**config.mk**
```make
export PLATFORM = sky130hd
export DESIGN_NAME = decade_chain_ctrl
export DESIGN_NICKNAME = d
export VERILOG_FILES = /design/src/rtl/decade_pkg.sv /design/src/rtl/decade_digit.sv /design/src/rtl/decade_chain_ctrl.sv
export SDC_FILE = /design/constraint.sdc
export NUM_CORES = 1
export LEC_CHECK = 0
export BUFFER_PORTS_ARGS = -buffer_cell sky130_fd_sc_hd__buf_2
export CAP_MARGIN = 25
export CORE_UTILIZATION = 54
export DETAILED_ROUTE_END_ITERATION = 10
export GPL_TIMING_DRIVEN = 0
export PLACE_DENSITY = 0.8
export SLEW_MARGIN = 5
export SYNTH_ARGS = -nofsm -noshare
export SYNTH_HDL_FRONTEND = slang
export SYNTH_SLANG_ARGS = --single-unit
```
**constraint.sdc**
```tcl
create_clock -name c -period 2.1 [get_ports c]
set_input_delay 0.21 -clock c [delete_from_list [all_inputs] [get_ports c]]
set_output_delay 0.21 -clock c [all_outputs]
set_load 0.02 [all_outputs]
```
**src/rtl/decade_pkg.sv**
```systemverilog
// decade_pkg: shared encodings and helpers for the cascaded BCD decade chain
package decade_pkg;
  localparam int DIGIT_W = 4;
  localparam logic [DIGIT_W-1:0] BCD_MAX = 4'd9;
  typedef enum logic [1:0] {IDLE = 2'd0, RUN = 2'd1, HOLD = 2'd2, DONE = 2'd3} state_e;
  function automatic logic [DIGIT_W-1:0] bcd_sanitise(input logic [DIGIT_W-1:0] d);
    return (d > BCD_MAX) ? '0 : d;
  endfunction
endpackage

```
**src/rtl/decade_digit.sv**
```systemverilog
// decade_digit: one 4-bit BCD digit with clear, load and wrapping increment
module decade_digit
  import decade_pkg::*;
(
  input  logic               c,
  input  logic               r,
  input  logic               en,
  input  logic               clr,
  input  logic               ld,
  input  logic [DIGIT_W-1:0] ld_val,
  output logic [DIGIT_W-1:0] q,
  output logic               tc
);
  logic [DIGIT_W-1:0] q_q, q_d;
  assign tc = q_q == BCD_MAX;
  assign q  = q_q;
  // clear beats load beats increment; a digit at 9 wraps to 0
  always_comb q_d = clr ? '0 : ld ? ld_val : en ? (tc ? '0 : q_q + 4'd1) : q_q;
  // digit register
  always_ff @(posedge c or posedge r)
    if (r) q_q <= '0;
    else   q_q <= q_d;
endmodule

```
**src/rtl/decade_chain_ctrl.sv**
```systemverilog
// decade_chain_ctrl: start/stop/clear/load sequencer for a chain of BCD digits
module decade_chain_ctrl
  import decade_pkg::*;
#(
  parameter int NDIG        = 3,
  parameter bit AUTO_RELOAD = 1'b0
) (
  input  logic                    c,
  input  logic                    r,
  input  logic                    start,
  input  logic                    stop,
  input  logic                    clear,
  input  logic                    load,
  input  logic [DIGIT_W*NDIG-1:0] load_val,
  input  logic [DIGIT_W*NDIG-1:0] target,
  output logic [DIGIT_W*NDIG-1:0] count,
  output logic [1:0]              state,
  output logic                    running,
  output logic                    done,
  output logic                    carry_out
);
  localparam int W = DIGIT_W * NDIG;
  state_e         state_q, state_d;
  logic [W-1:0]   rel_q, rel_d, san, ld_vec;
  logic           done_q, done_d, carry_q, carry_d, inc, ld_any, match;
  logic [NDIG-1:0] tc, en;
  // count only holds BCD digits, so a non-BCD target can never compare equal
  assign match     = count == target;
  assign state     = state_q;
  assign running   = state_q == RUN;
  assign done      = done_q;
  assign carry_out = carry_q;
  for (genvar i = 0; i < NDIG; i++) begin : g_dig
    assign san[DIGIT_W*i +: DIGIT_W] = bcd_sanitise(load_val[DIGIT_W*i +: DIGIT_W]);
    if (i == 0) begin : g_first
      assign en[i] = inc;
    end else begin : g_rest
      assign en[i] = en[i-1] & tc[i-1];
    end
    decade_digit u_digit (
      .c      (c),
      .r      (r),
      .en     (en[i]),
      .clr    (clear),
      .ld     (ld_any),
      .ld_val (ld_vec[DIGIT_W*i +: DIGIT_W]),
      .q      (count[DIGIT_W*i +: DIGIT_W]),
      .tc     (tc[i])
    );
  end
  // control priority: clear > load > match/increment > stop > start
  always_comb begin
    state_d = state_q;
    rel_d   = rel_q;
    done_d  = 1'b0;
    carry_d = 1'b0;
    inc     = 1'b0;
    ld_any  = 1'b0;
    ld_vec  = san;
    if (clear) begin
      state_d = IDLE;
    end else if (load) begin
      ld_any = 1'b1;
      rel_d  = san;
      if (state_q == DONE) state_d = IDLE;
    end else if (state_q == RUN) begin
      if (match) begin
        done_d = 1'b1;
        if (AUTO_RELOAD) begin
          ld_any = 1'b1;
          ld_vec = rel_q;
        end else begin
          state_d = DONE;
        end
      end else begin
        inc     = 1'b1;
        carry_d = &tc;
        if (stop) state_d = HOLD;
      end
    end else if (start) begin
      state_d = RUN;
      if (state_q == DONE) begin
        ld_any = 1'b1;
        ld_vec = rel_q;
      end
    end
  end
  // state, reload register and registered pulses
  always_ff @(posedge c or posedge r)
    if (r) begin
      state_q <= IDLE;
      rel_q   <= '0;
      done_q  <= 1'b0;
      carry_q <= 1'b0;
    end else begin
      state_q <= state_d;
      rel_q   <= rel_d;
      done_q  <= done_d;
      carry_q <= carry_d;
    end
endmodule

```
==> out/metrics.cfg <==
[setup_path]
critical_path_class = register to register
path_cells = xor2_1 -> nor4_4 -> a31oi_2 -> nor2_2 -> mux2_1
r2r_start = g_dig[1].u_digit.q[3]
reg2reg_to = g_dig[0].u_digit.q[3]
worst-r2r-setup-slack_ps = 80
worst_ep_arrival_time_ps = 2260
endpoint = g_dig[0].u_digit.q[3]
cp_slowest_cell = dfrtp_2
cp-startpoint = g_dig[1].u_digit.q[3]
crit_required_ps = 2340
path_max_fanout = 5
critPathTopFamily = simple AND/OR/NAND/NOR gates
cpPeakStageDelay_ps = 470
rr_worst_depth = 5
end_kind = register
startpoint_type = register
cp.depth = 5
path_buf_inv = 0

[grt]
grt_start_max_net_pins = 18
grt_pass1_wl_mm = 7.96
antenna_found_initial = 0
grt-ovfl-total = 0
grt_usage = 0.256
grt_pass1_vias = 1683

[floorplan]
start_util = 0.573
die_h_um = 62.2
core_area_mm2 = 0.00342
die-area_mm2 = 0.00387
ios = 47
rows = 21
dieWidth_um = 62.2

[cells_and_area]
final_nets = 303
insertedDiodeCount = 0
drive_gt1_frac = 0.275
area_growth_pct = 19.9
fillers = 295
postLayoutCoreUtil = 0.686

[pwr]
vdd_ir_drop_max_mv = 0.562
p_total_w = 0.00123
power.leakage_nw = 1.10
power_density_mw_per_mm2 = 523

[detailed_routing]
num_vias = 1856
wl_per_cell_um = 15.8
drtIter0Drc = 207
via_per_inst = 5.97
antenna_left = 0
wl_mm = 4.91
drc = 0
dr.pass1.iters = 4

[outcome]
outcome = finished clean

[placed_design]
hpwl_mm = 3.62
port_buffers = 46
dp_slack_ps = 114
gp_congestion = 0.925

[yosys]
syn-cell-area_mm2 = 0.00196
ys_top_cells_by_area = dfrtp_1 36%, nand2_1 5.6%, xor2_1 5.4%
synth-edff-count = 0
yosysUniqueCellTypes = 51
synth_area_leader_cell = dfrtp_1
yosysMostFrequentCell = nand2_1
yosys_warnings = 0
synth_nets = 246
synth_seq_cells = 28
yosys-top-cells-count = 29 x nand2_1, 28 x dfrtp_1, 20 x o21ai_0
syn_avg_cell_area_um2 = 9.31
ys_seq_area_frac = 0.358
yosys.area.top_type_share = 0.358
synthArstFlopShare = 1.00
syn_inst = 210
synthFlopType = dfrtp_1

[sta]
fin_ws_ps = 80.1
fmax_mhz = 495
slew_viol_final = 0
finalHoldViolCount = 0
hold_ws_ps = 84.0
rsz0062_at_grt = true
min_period_ps = 2020
finalCritPeriodShare = 0.962
setup_viol = 0
skew_ps = 2.36
relSlewSlack = 0.627
worst_slew_pin_slew_ps = 559

[cts]
clk_latency_ps = 340
cts_buffer_depth = 2
cts_root_buf = clkbuf_4
clkTransAtPathRegs_ps = 150
cts_buffers = 3
h-tree-depth = 1
cts_tree = done
cts_num_sinks = 28

[job]
drv_cap = 0

[hold_path]
hold_class = input port to register

metrics by stage:
step / cell area [µm²] / cells / TNS, ps
2_1_floorplan: 1960 / 210 / 0
3_3_place_gp: 2240 / 302 / 0
3_5_place_dp: 2270 / 303 / 0
4_1_cts: 2300 / 307 / 0
5_1_grt: 2340 / 311 / -42.2
6_report: 2340 / 311 / 0
power by group:
part,internal (W),leakage [nW],switching [W]
sequential,0.000585,0.370,0.0000574
combinational,0.000142,0.720,0.000208
clock,0.0000678,0.0138,0.000166
worst reg2reg max path: stages, from the launching register on:
cell and delay [ps]:
dfrtp_2 470, xor2_1 220, nor4_4 410, a31oi_2 260
nor2_2 220, mux2_1 340
worst min path at each step:
stage,startpoint,endpoint,slack [ps],cells past startpoint
after floorplan,r,carry_out,280,1
after global placement,stop,state[0],430,2
after detailed placement,r,rel_q[0],280,2
after CTS,stop,state[0],70,2
after global routing,stop,state[0],60,2
final,stop,state[0],80,2
logic make-up (layout without fill, tap and decap cells):
group / after synthesis / in the layout / share of synthesized area
simple gates: 74 / 74 / 0.228
fa+ha+maj: 6 / 6 / 0.0384
compound gates: 59 / 59 / 0.214
xor+xnor: 12 / 12 / 0.0537
mux: 11 / 11 / 0.0614
flops: 28 / 28 / 0.358
buf+inv: 20 / 75 / 0.0461
cell usage in the layout, fill, tap and decap left out, types with 5 or more instances in the layout:
cell type,n
o22ai_1,6
o21ai_0,20
nand3_1,7
clkbuf_1,6
a21oi_1,5
ha_1,6
dfrtp_1,26
xor2_1,12
buf_2,46
mux2_1,7
nor2_1,6
inv_1,11
nand2_1,29
metal layers:
metal | track usage | vias to the layer above | part of all wire | wire [µm]
li1 | - | 880 | - | -
met1 | 0.364 | 898 | 0.45 | 2220
met2 | 0.412 | 64 | 0.47 | 2330
met3 | 0.0423 | 14 | 0.052 | 255
met4 | 0.0494 | 0 | 0.020 | 99
met5 | 0 | - | 0 | 0
state kept, by name, indices dropped and copies added (netlist names):
name             flops
state                2
carry_out            1
g_dig.u_digit.q     12
done                 1
rel_q               12
layout make-up:
type / instances / area [µm²] / share of cell area
Buffer: 8 / 45.0 / 0.0192
Timing Repair Buffer: 52 / 298 / 0.127
Clock buffer: 3 / 22.5 / 0.00961
Inverter: 12 / 45.0 / 0.0192
Sequential cell: 28 / 703 / 0.300
Multi-Input combinational cell: 162 / 1170 / 0.501
Tap cell: 46 / 57.6 / 0.0245
timing repair:
item,4_1_cts,5_1_grt
endpoints found under the hold margin,11,0
hold buffers,1,0
resized for setup,0,5
endpoints found under the setup margin,0,7
setup buffers,0,4
(Power assumes the default switching activity.)
